--- config.mk ---
export PLATFORM = sky130hd
export DESIGN_NAME = alarm_controller
export DESIGN_NICKNAME = d
export VERILOG_FILES = /design/src/rtl/alarm_controller.sv
export SDC_FILE = /design/constraint.sdc
export NUM_CORES = 1
export LEC_CHECK = 0
export CAP_MARGIN = 20
export CORE_ASPECT_RATIO = 1.2
export CORE_MARGIN = 2
export CORE_UTILIZATION = 50
export DETAILED_ROUTE_END_ITERATION = 8
export GPL_TIMING_DRIVEN = 0
export PLACE_DENSITY_LB_ADDON = 0.15
export SLEW_MARGIN = 25
export SYNTH_ARGS = -nofsm -noshare
export SYNTH_HDL_FRONTEND = slang
export SYNTH_SLANG_ARGS = --single-unit
--- constraint.sdc ---
create_clock -name clk -period 2.6 [get_ports clk]
set_clock_uncertainty 0.2 [all_clocks]
set_input_delay 0.52 -clock clk [delete_from_list [all_inputs] [get_ports clk]]
set_output_delay 0.52 -clock clk [all_outputs]
set_load 0.01 [all_outputs]
--- src/rtl/alarm_controller.sv ---
// rtl/alarm_controller.sv - alarm sequencing FSM with snooze limit, stop and ring timeout
module alarm_controller #(
    parameter int RING_TIMEOUT = 60,
    parameter int SNOOZE_SEC   = 300,
    parameter int MAX_SNOOZE   = 3
) (
    input  logic       clk,
    input  logic       reset,
    input  logic       tick_1hz,
    input  logic [4:0] cur_hour,
    input  logic [5:0] cur_min,
    input  logic [4:0] alarm_hour,
    input  logic [5:0] alarm_min,
    input  logic       alarm_en,
    input  logic       snooze_btn,
    input  logic       stop_btn,
    output logic       ringing,
    output logic       buzzer,
    output logic       snoozing,
    output logic [2:0] snooze_num,
    output logic [1:0] state
);
    localparam logic [1:0] IDLE    = 2'd0;
    localparam logic [1:0] RINGING = 2'd1;
    localparam logic [1:0] SNOOZE  = 2'd2;
    localparam logic [1:0] ACKED   = 2'd3;
    localparam int RW = $clog2(RING_TIMEOUT);
    localparam int SW = $clog2(SNOOZE_SEC);

    logic [1:0]    state_q, state_n;
    logic [RW-1:0] ring_cnt_q, ring_cnt_n;
    logic [SW-1:0] snooze_cnt_q, snooze_cnt_n;
    logic [2:0]    snooze_num_q, snooze_num_n;
    logic          buzz_q, buzz_n;
    logic          match;

    assign match = alarm_en && (cur_hour == alarm_hour) && (cur_min == alarm_min);

    always_ff @(posedge clk) begin
        if (!reset) begin
            state_q      <= IDLE;
            ring_cnt_q   <= '0;
            snooze_cnt_q <= '0;
            snooze_num_q <= '0;
            buzz_q       <= 1'b0;
        end else begin
            state_q      <= state_n;
            ring_cnt_q   <= ring_cnt_n;
            snooze_cnt_q <= snooze_cnt_n;
            snooze_num_q <= snooze_num_n;
            buzz_q       <= buzz_n;
        end
    end

    // Buttons pre-empt the tick; an ignored snooze lets the tick through.
    always_comb begin
        state_n      = state_q;
        ring_cnt_n   = ring_cnt_q;
        snooze_cnt_n = snooze_cnt_q;
        snooze_num_n = snooze_num_q;
        buzz_n       = buzz_q;
        if (!alarm_en) begin
            state_n      = IDLE;
            ring_cnt_n   = '0;
            snooze_cnt_n = '0;
            snooze_num_n = '0;
            buzz_n       = 1'b0;
        end else begin
            case (state_q)
                IDLE: begin
                    if (match) begin
                        state_n      = RINGING;
                        ring_cnt_n   = '0;
                        buzz_n       = 1'b1;
                        snooze_num_n = '0;
                    end
                end
                RINGING: begin
                    if (stop_btn) begin
                        state_n = ACKED;
                        buzz_n  = 1'b0;
                    end else if (snooze_btn && (snooze_num_q < 3'(MAX_SNOOZE))) begin
                        state_n      = SNOOZE;
                        snooze_cnt_n = '0;
                        snooze_num_n = snooze_num_q + 3'd1;
                        buzz_n       = 1'b0;
                    end else if (tick_1hz) begin
                        if (ring_cnt_q == RW'(RING_TIMEOUT - 1)) begin
                            state_n = ACKED;
                            buzz_n  = 1'b0;
                        end else begin
                            ring_cnt_n = ring_cnt_q + RW'(1);
                            buzz_n     = !buzz_q;
                        end
                    end
                end
                SNOOZE: begin
                    if (stop_btn) begin
                        state_n = ACKED;
                    end else if (tick_1hz) begin
                        if (snooze_cnt_q == SW'(SNOOZE_SEC - 1)) begin
                            state_n    = RINGING;
                            ring_cnt_n = '0;
                            buzz_n     = 1'b1;
                        end else begin
                            snooze_cnt_n = snooze_cnt_q + SW'(1);
                        end
                    end
                end
                default: begin
                    buzz_n = 1'b0;
                    if (!match) begin
                        state_n      = IDLE;
                        ring_cnt_n   = '0;
                        snooze_cnt_n = '0;
                        snooze_num_n = '0;
                    end
                end
            endcase
        end
    end

    always_comb begin
        state      = state_q;
        ringing    = (state_q == RINGING);
        snoozing   = (state_q == SNOOZE);
        buzzer     = buzz_q;
        snooze_num = snooze_num_q;
    end
endmodule

==> impl_metrics.json, run 1 <==
{
  "synthToLayoutAreaGrowth_pct": 29.2,
  "seq_area_sq_um": 420,
  "slowest_stage": "clkdlybuf4s50_1",
  "cts_tree": "yes",
  "synth_area_per_cell_sq_um": 8.25,
  "clockBufferDepth": 2,
  "start_util_pct": 52.0,
  "vias_per_cell": 6.26,
  "setup_viol": 0,
  "ant_nets": 0,
  "drc": 0,
  "yosysMostFrequentCell": "nand2_1",
  "synth-edff-count": 0,
  "path_cells": "clkdlybuf4s50_1 -> o31ai_4 -> nand2b_1 -> buf_2 -> or4_4 -> buf_6 -> o31ai_4",
  "hp-class": "reg2reg",
  "p_per_area_mw_per_mm2": 287,
  "cts.clk_slew.worst_paths_ns": 0.14,
  "layout_setup_ws_ns": 0.0789,
  "yosysSeqAreaShare_pct": 26.7,
  "cts_root_buf": "clkbuf_4",
  "fin_hold_ws_ns": 0.294,
  "rsz0062_at_grt": "false",
  "synth_top_area_share_pct": 26.7,
  "timing.final.crit_share_pct": 97.0,
  "grt_usage_pct": 24.6,
  "insertedDiodeCount": 0,
  "holdBufCountCts": 0,
  "synthFlopType": "dfxtp_1",
  "grt.overflow.total": 0,
  "rr_startpoint": "state[1]",
  "cts.sinks": 21,
  "leakagePower_nw": 0.631,
  "dp_slack_ns": -0.371,
  "fmax_ghz": 0.397,
  "cp_num_buf_inv": 3,
  "synth_area_sq_mm": 0.00158,
  "max_stage_delay_ns": 0.55,
  "end_kind": "flop",
  "synthArstFlopShare_pct": 0,
  "synthTopCellsByCount": "nand2_1, dfxtp_1, xnor2_1, inv_1, o21ai_0",
  "fp.coreArea_sq_mm": 0.00303,
  "layout_min_cycle_time_ns": 2.52,
  "yosysTopAreaCell": "dfxtp_1",
  "hold_viol_final": 0,
  "die_w_um": 55.2,
  "critPathMaxFanout": 9,
  "die_h_um": 65.5,
  "drt-initial-drc-count": 115,
  "status": "complete, no violations",
  "clock_latency_ns": 0.31,
  "cp_common_cell": "o31ai_4",
  "final_max_slew_viol_count": 0,
  "drv_cap": 0,
  "rows": 22,
  "wire_per_inst_um": 16.1,
  "startpoint_type": "input pin",
  "grt_pass1_wl_um": 7130,
  "nNetsFinal": 268,
  "grt_pass1_vias": 1714,
  "num_vias": 1679,
  "htree_levels": 1,
  "startpoint": "stop_btn",
  "syn_inst": 191,
  "cp.arrival_ns": 2.57,
  "critical_path.top_delay_family": "buffers and inverters",
  "dieArea_sq_mm": 0.00362,
  "yosys-top-cells-area": "dfxtp_1, xnor2_1, ha_1",
  "synth_seq_cells": 21,
  "hold_start": "snooze_cnt_q[1]",
  "wl_um": 4320,
  "antenna_found_initial": 0,
  "post-route-util_pct": 67.2,
  "layout-drive-gt1-share_pct": 9.05,
  "grt_max_degree": 13,
  "vdd_drop_max_mv": 0.224,
  "place_hpwl_um": 3350,
  "worstMarginPinSlew_ns": 0.629,
  "relSlewSlack_pct": 57.8,
  "ys_types": 47,
  "synth_warnings": 0,
  "gp_congestion": 0.905,
  "io_pins": 36,
  "num-fill-cells": 262,
  "worstSetupPathType": "in2reg",
  "first_pass_iters": 4,
  "cts_buffers": 3,
  "syn-num-nets": 226,
  "portBuffers": 35,
  "cp_data_required_time_ns": 2.65,
  "multi_input_area_sq_mm": 0.00109
}
==> flip-flops by register name, summed over array words and instances (netlist names) <==
| name | flops |
|---|---|
| snooze_num | 3 |
| ring_cnt_q | 6 |
| snooze_cnt_q | 9 |
| buzzer | 1 |
| state | 2 |
==> cell type report <==
class	count	share of cell area [%]
Clock buffer	3	1.11
Sequential cell	21	20.7
Inverter	10	1.84
Clock inverter	1	0.246
Buffer	9	2.27
Multi-Input combinational cell	151	53.7
Tap cell	36	2.21
Timing Repair Buffer	37	17.9
==> what timing repair did <==
item | in CTS | in global routing
pin swaps | 0 | 4
setup endpoints to repair | 4 | 14
resized for setup | 1 | 8
buffers inserted | 0 | 2
==> stage by stage <==
stage	cells	total power, W	cell area (sq um)	setup TNS, ns
floorplan	191	0.000361	1580	0
global placement	262	0.000413	1970	-3.92
detailed placement	262	0.000416	1970	-5.00
CTS	266	0.000581	2000	-0.0112
global route	268	0.000604	2040	0
finish	268	0.000585	2040	0
==> power by group <==
group / switching, W / internal (W) / total (W)
Clock: 0.000115 / 0.0000575 / 0.000172
Combinational: 0.0000370 / 0.0000539 / 0.0000908
Sequential: 0.0000000160 / 0.000322 / 0.000322
Total: 0.000152 / 0.000433 / 0.000585
==> cell families after synthesis <==
| logic type | count (synthesis) | share of synthesized area [%] |
|---|---|---|
| adders and majority gates | 7 | 5.56 |
| AOI/OAI and AO/OA | 49 | 24.5 |
| DFF | 21 | 26.7 |
| muxes | 3 | 1.91 |
| xor gates and xnor gates | 11 | 6.12 |
| and+or+nand+nor | 81 | 30.1 |
| buffers and inverters | 19 | 5.16 |
==> cells in the final DEF (no fill, tap or decap), types with 3 or more instances in the layout <==
cell type,count
nand3_1,6
nor3_1,8
dfxtp_1,21
nand4_1,8
inv_1,10
o311ai_0,5
or3_1,3
o21ai_1,6
o22ai_1,4
xnor2_1,11
mux2i_1,3
nor4_1,4
ha_1,7
nand2_1,23
clkdlybuf4s50_1,35
clkbuf_1,4
o31ai_2,3
nor2_1,6
nand4b_1,3
o21ai_0,8
clkbuf_4,3
nand2b_1,3
o211ai_1,5
a32o_1,6
==> tightest hold or removal path: cells and delay by family (launching register included) <==
kind	cells	cell delay, ns
DFF	1	0.35
and+or+nand+nor	1	0.06
AOI/OAI and AO/OA	1	0.05
==> per-layer routing <==
| metal | share of wire (%) | up-vias | track usage [%] |
|---|---|---|---|
| li1 | - | 819 | - |
| met1 | 40 | 795 | 25.9 |
| met2 | 54 | 55 | 46.4 |
| met3 | 3.6 | 10 | 2.76 |
| met4 | 2.6 | 0 | 15.2 |
| met5 | 0 | - | 0 |
==> final timing paths <==
path,endpoint,slack (ns),cells past startpoint
setup / recovery,snooze_cnt_q[4],0.08,7
hold / removal,snooze_cnt_q[1],0.29,2
setup reg to reg,snooze_cnt_q[4],0.12,9
hold reg to reg,snooze_cnt_q[1],0.29,2
Note: power is estimated with default switching activity, not from simulation.
==> run 2: changes to the inputs <==
HOLD_SLACK_MARGIN = 0.12   (was not set)
==> results of run 2 <==
Same layout as run 1: the final DEF is identical, and so are final timing and power.
==> run 3: changes to the inputs <==
RECOVER_POWER = 25   (was not set)
==> run 3 against run 2 <==
Core utilization stayed put. Non-clock buffer count stayed put. Power hardly changed. Global-route usage stayed put. Design area stayed put. First-iteration DRC count is 0.87% higher. Flip-flop and latch count stayed put. Hold slack stayed put. Sequential power hardly changed. Sequential share of layout area stayed put. Wire length hardly changed. Critical path depth stayed put.
==> impl_metrics.json, run 3 (same netlist as run 1, synthesis figures left out) <==
{
  "die_w_um": 55.2,
  "fp.coreArea_sq_mm": 0.00303,
  "htree_levels": 1,
  "layout_common_cells": "clkdlybuf4s50_1, nand2_1, dfxtp_1",
  "synthToLayoutAreaGrowth_pct": 29.2,
  "cp.arrival_ns": 2.57,
  "insertedDiodeCount": 0,
  "leakagePower_nw": 0.652,
  "critPathMaxFanout": 9,
  "drc": 0,
  "p_per_area_mw_per_mm2": 288,
  "rsz0062_at_grt": "false",
  "clock_latency_ns": 0.31,
  "cts_tree": "yes",
  "fmax_ghz": 0.397,
  "relSlewSlack_pct": 57.9,
  "layout-drive-gt1-share_pct": 9.05,
  "final_max_slew_viol_count": 0,
  "end_kind": "flop",
  "placed_area_sq_mm": 0.00197,
  "io_pins": 36,
  "worstSetupPathType": "in2reg",
  "wire_per_inst_um": 16.1,
  "grt.overflow.total": 0,
  "regMostFlops": "snooze_cnt_q",
  "drt-initial-drc-count": 116,
  "cts.sinks": 21,
  "place_hpwl_um": 3350,
  "startpoint_type": "input pin",
  "setup_viol": 0,
  "portBuffers": 35,
  "rows": 22,
  "cts_root_buf": "clkbuf_4",
  "stdcell_area_sq_mm": 0.00204,
  "start_util_pct": 52.0,
  "grt_pass1_vias": 1714,
  "cts_buffers": 3,
  "drv_cap": 0,
  "post-route-util_pct": 67.2,
  "holdBufCountCts": 0,
  "layout_min_cycle_time_ns": 2.52,
  "hp-class": "reg2reg",
  "grt_usage_pct": 24.6,
  "gp_congestion": 0.905,
  "timing.final.crit_share_pct": 96.9,
  "hold_viol_final": 0,
  "cp_data_required_time_ns": 2.65,
  "nNetsFinal": 268,
  "clockBufferDepth": 2,
  "grt_pass1_wl_um": 7130,
  "num_vias": 1678,
  "ant_nets": 0,
  "antenna_found_initial": 0,
  "layout_commonest_cell": "clkdlybuf4s50_1",
  "first_pass_iters": 4,
  "wl_um": 4320,
  "cts.clk_slew.worst_paths_ns": 0.14,
  "grt_max_degree": 13,
  "largest_register_ffs": 9,
  "worstMarginPinSlew_ns": 0.628,
  "dieArea_sq_mm": 0.00362,
  "vias_per_cell": 6.26,
  "status": "complete, no violations",
  "vdd_drop_max_mv": 0.224,
  "die_h_um": 65.5
}
run 3: cell types whose count changed in the layout (fill, tap and decap cells not counted), sizes merged:
| cell | delta |
|---|---|
| clkdlybuf4s50 | -6 |
| dlygate4sd3 | +6 |
run 3: power by group:
group          internal (W)  leakage (nW)  switching (W)
Clock             0.0000575        0.0177       0.000115
Combinational     0.0000539         0.465      0.0000370
Sequential         0.000322         0.169   0.0000000158
run 3: layout make-up:
class	count	area (sq um)
Multi-Input combinational cell	151	1090
Fill cell	262	992
Sequential cell	21	420
Timing Repair Buffer	37	365
Buffer	9	46.3
Tap cell	36	45.0
Inverter	10	37.5
Clock buffer	3	22.5
Clock inverter	1	5.00
run 3: worst max-delay path, stage by stage:
cell and delay, ns:
clkdlybuf4s50_1 0.55, o31ai_4 0.37, nand2b_1 0.08, buf_2 0.17
or4_4 0.53, buf_6 0.16, o31ai_4 0.19
run 3: final timing paths:
path | from | end | slack (ns) | cells past startpoint
max | stop_btn | snooze_cnt_q[4] | 0.08 | 7
max reg2reg | state[1] | snooze_cnt_q[4] | 0.13 | 9
min | snooze_cnt_q[1] | snooze_cnt_q[1] | 0.29 | 2
min reg2reg | snooze_cnt_q[1] | snooze_cnt_q[1] | 0.29 | 2
run 3: routing by layer:
layer	GRT usage [%]	wire [um]	part of all wire (%)
met1	25.9	1730	40
met3	2.76	150	3.5
met2	46.4	2330	54
met4	15.2	111	2.6
met5	0	0	0
run 3: repair_timing:
action | 4_1_cts | 5_1_grt
pin swaps | 0 | 4
gates resized for setup | 1 | 8
endpoints found under the setup margin | 4 | 14
setup buffers | 0 | 2
run 3: through the flow:
stage | instances | TNS (ns) | total power [W] | hold WS, ns | worst slack (ns)
4_1_cts | 266 | -0.0112 | 0.000581 | 0.293 | -0.00975
5_1_grt | 268 | 0 | 0.000604 | 0.304 | 0.00195
6_report | 268 | 0 | 0.000585 | 0.294 | 0.0801
2_1_floorplan | 191 | 0 | 0.000361 | 0.253 | 0.228
3_3_place_gp | 262 | -3.92 | 0.000413 | 0.266 | -0.320
3_5_place_dp | 262 | -5.00 | 0.000416 | 0.275 | -0.371
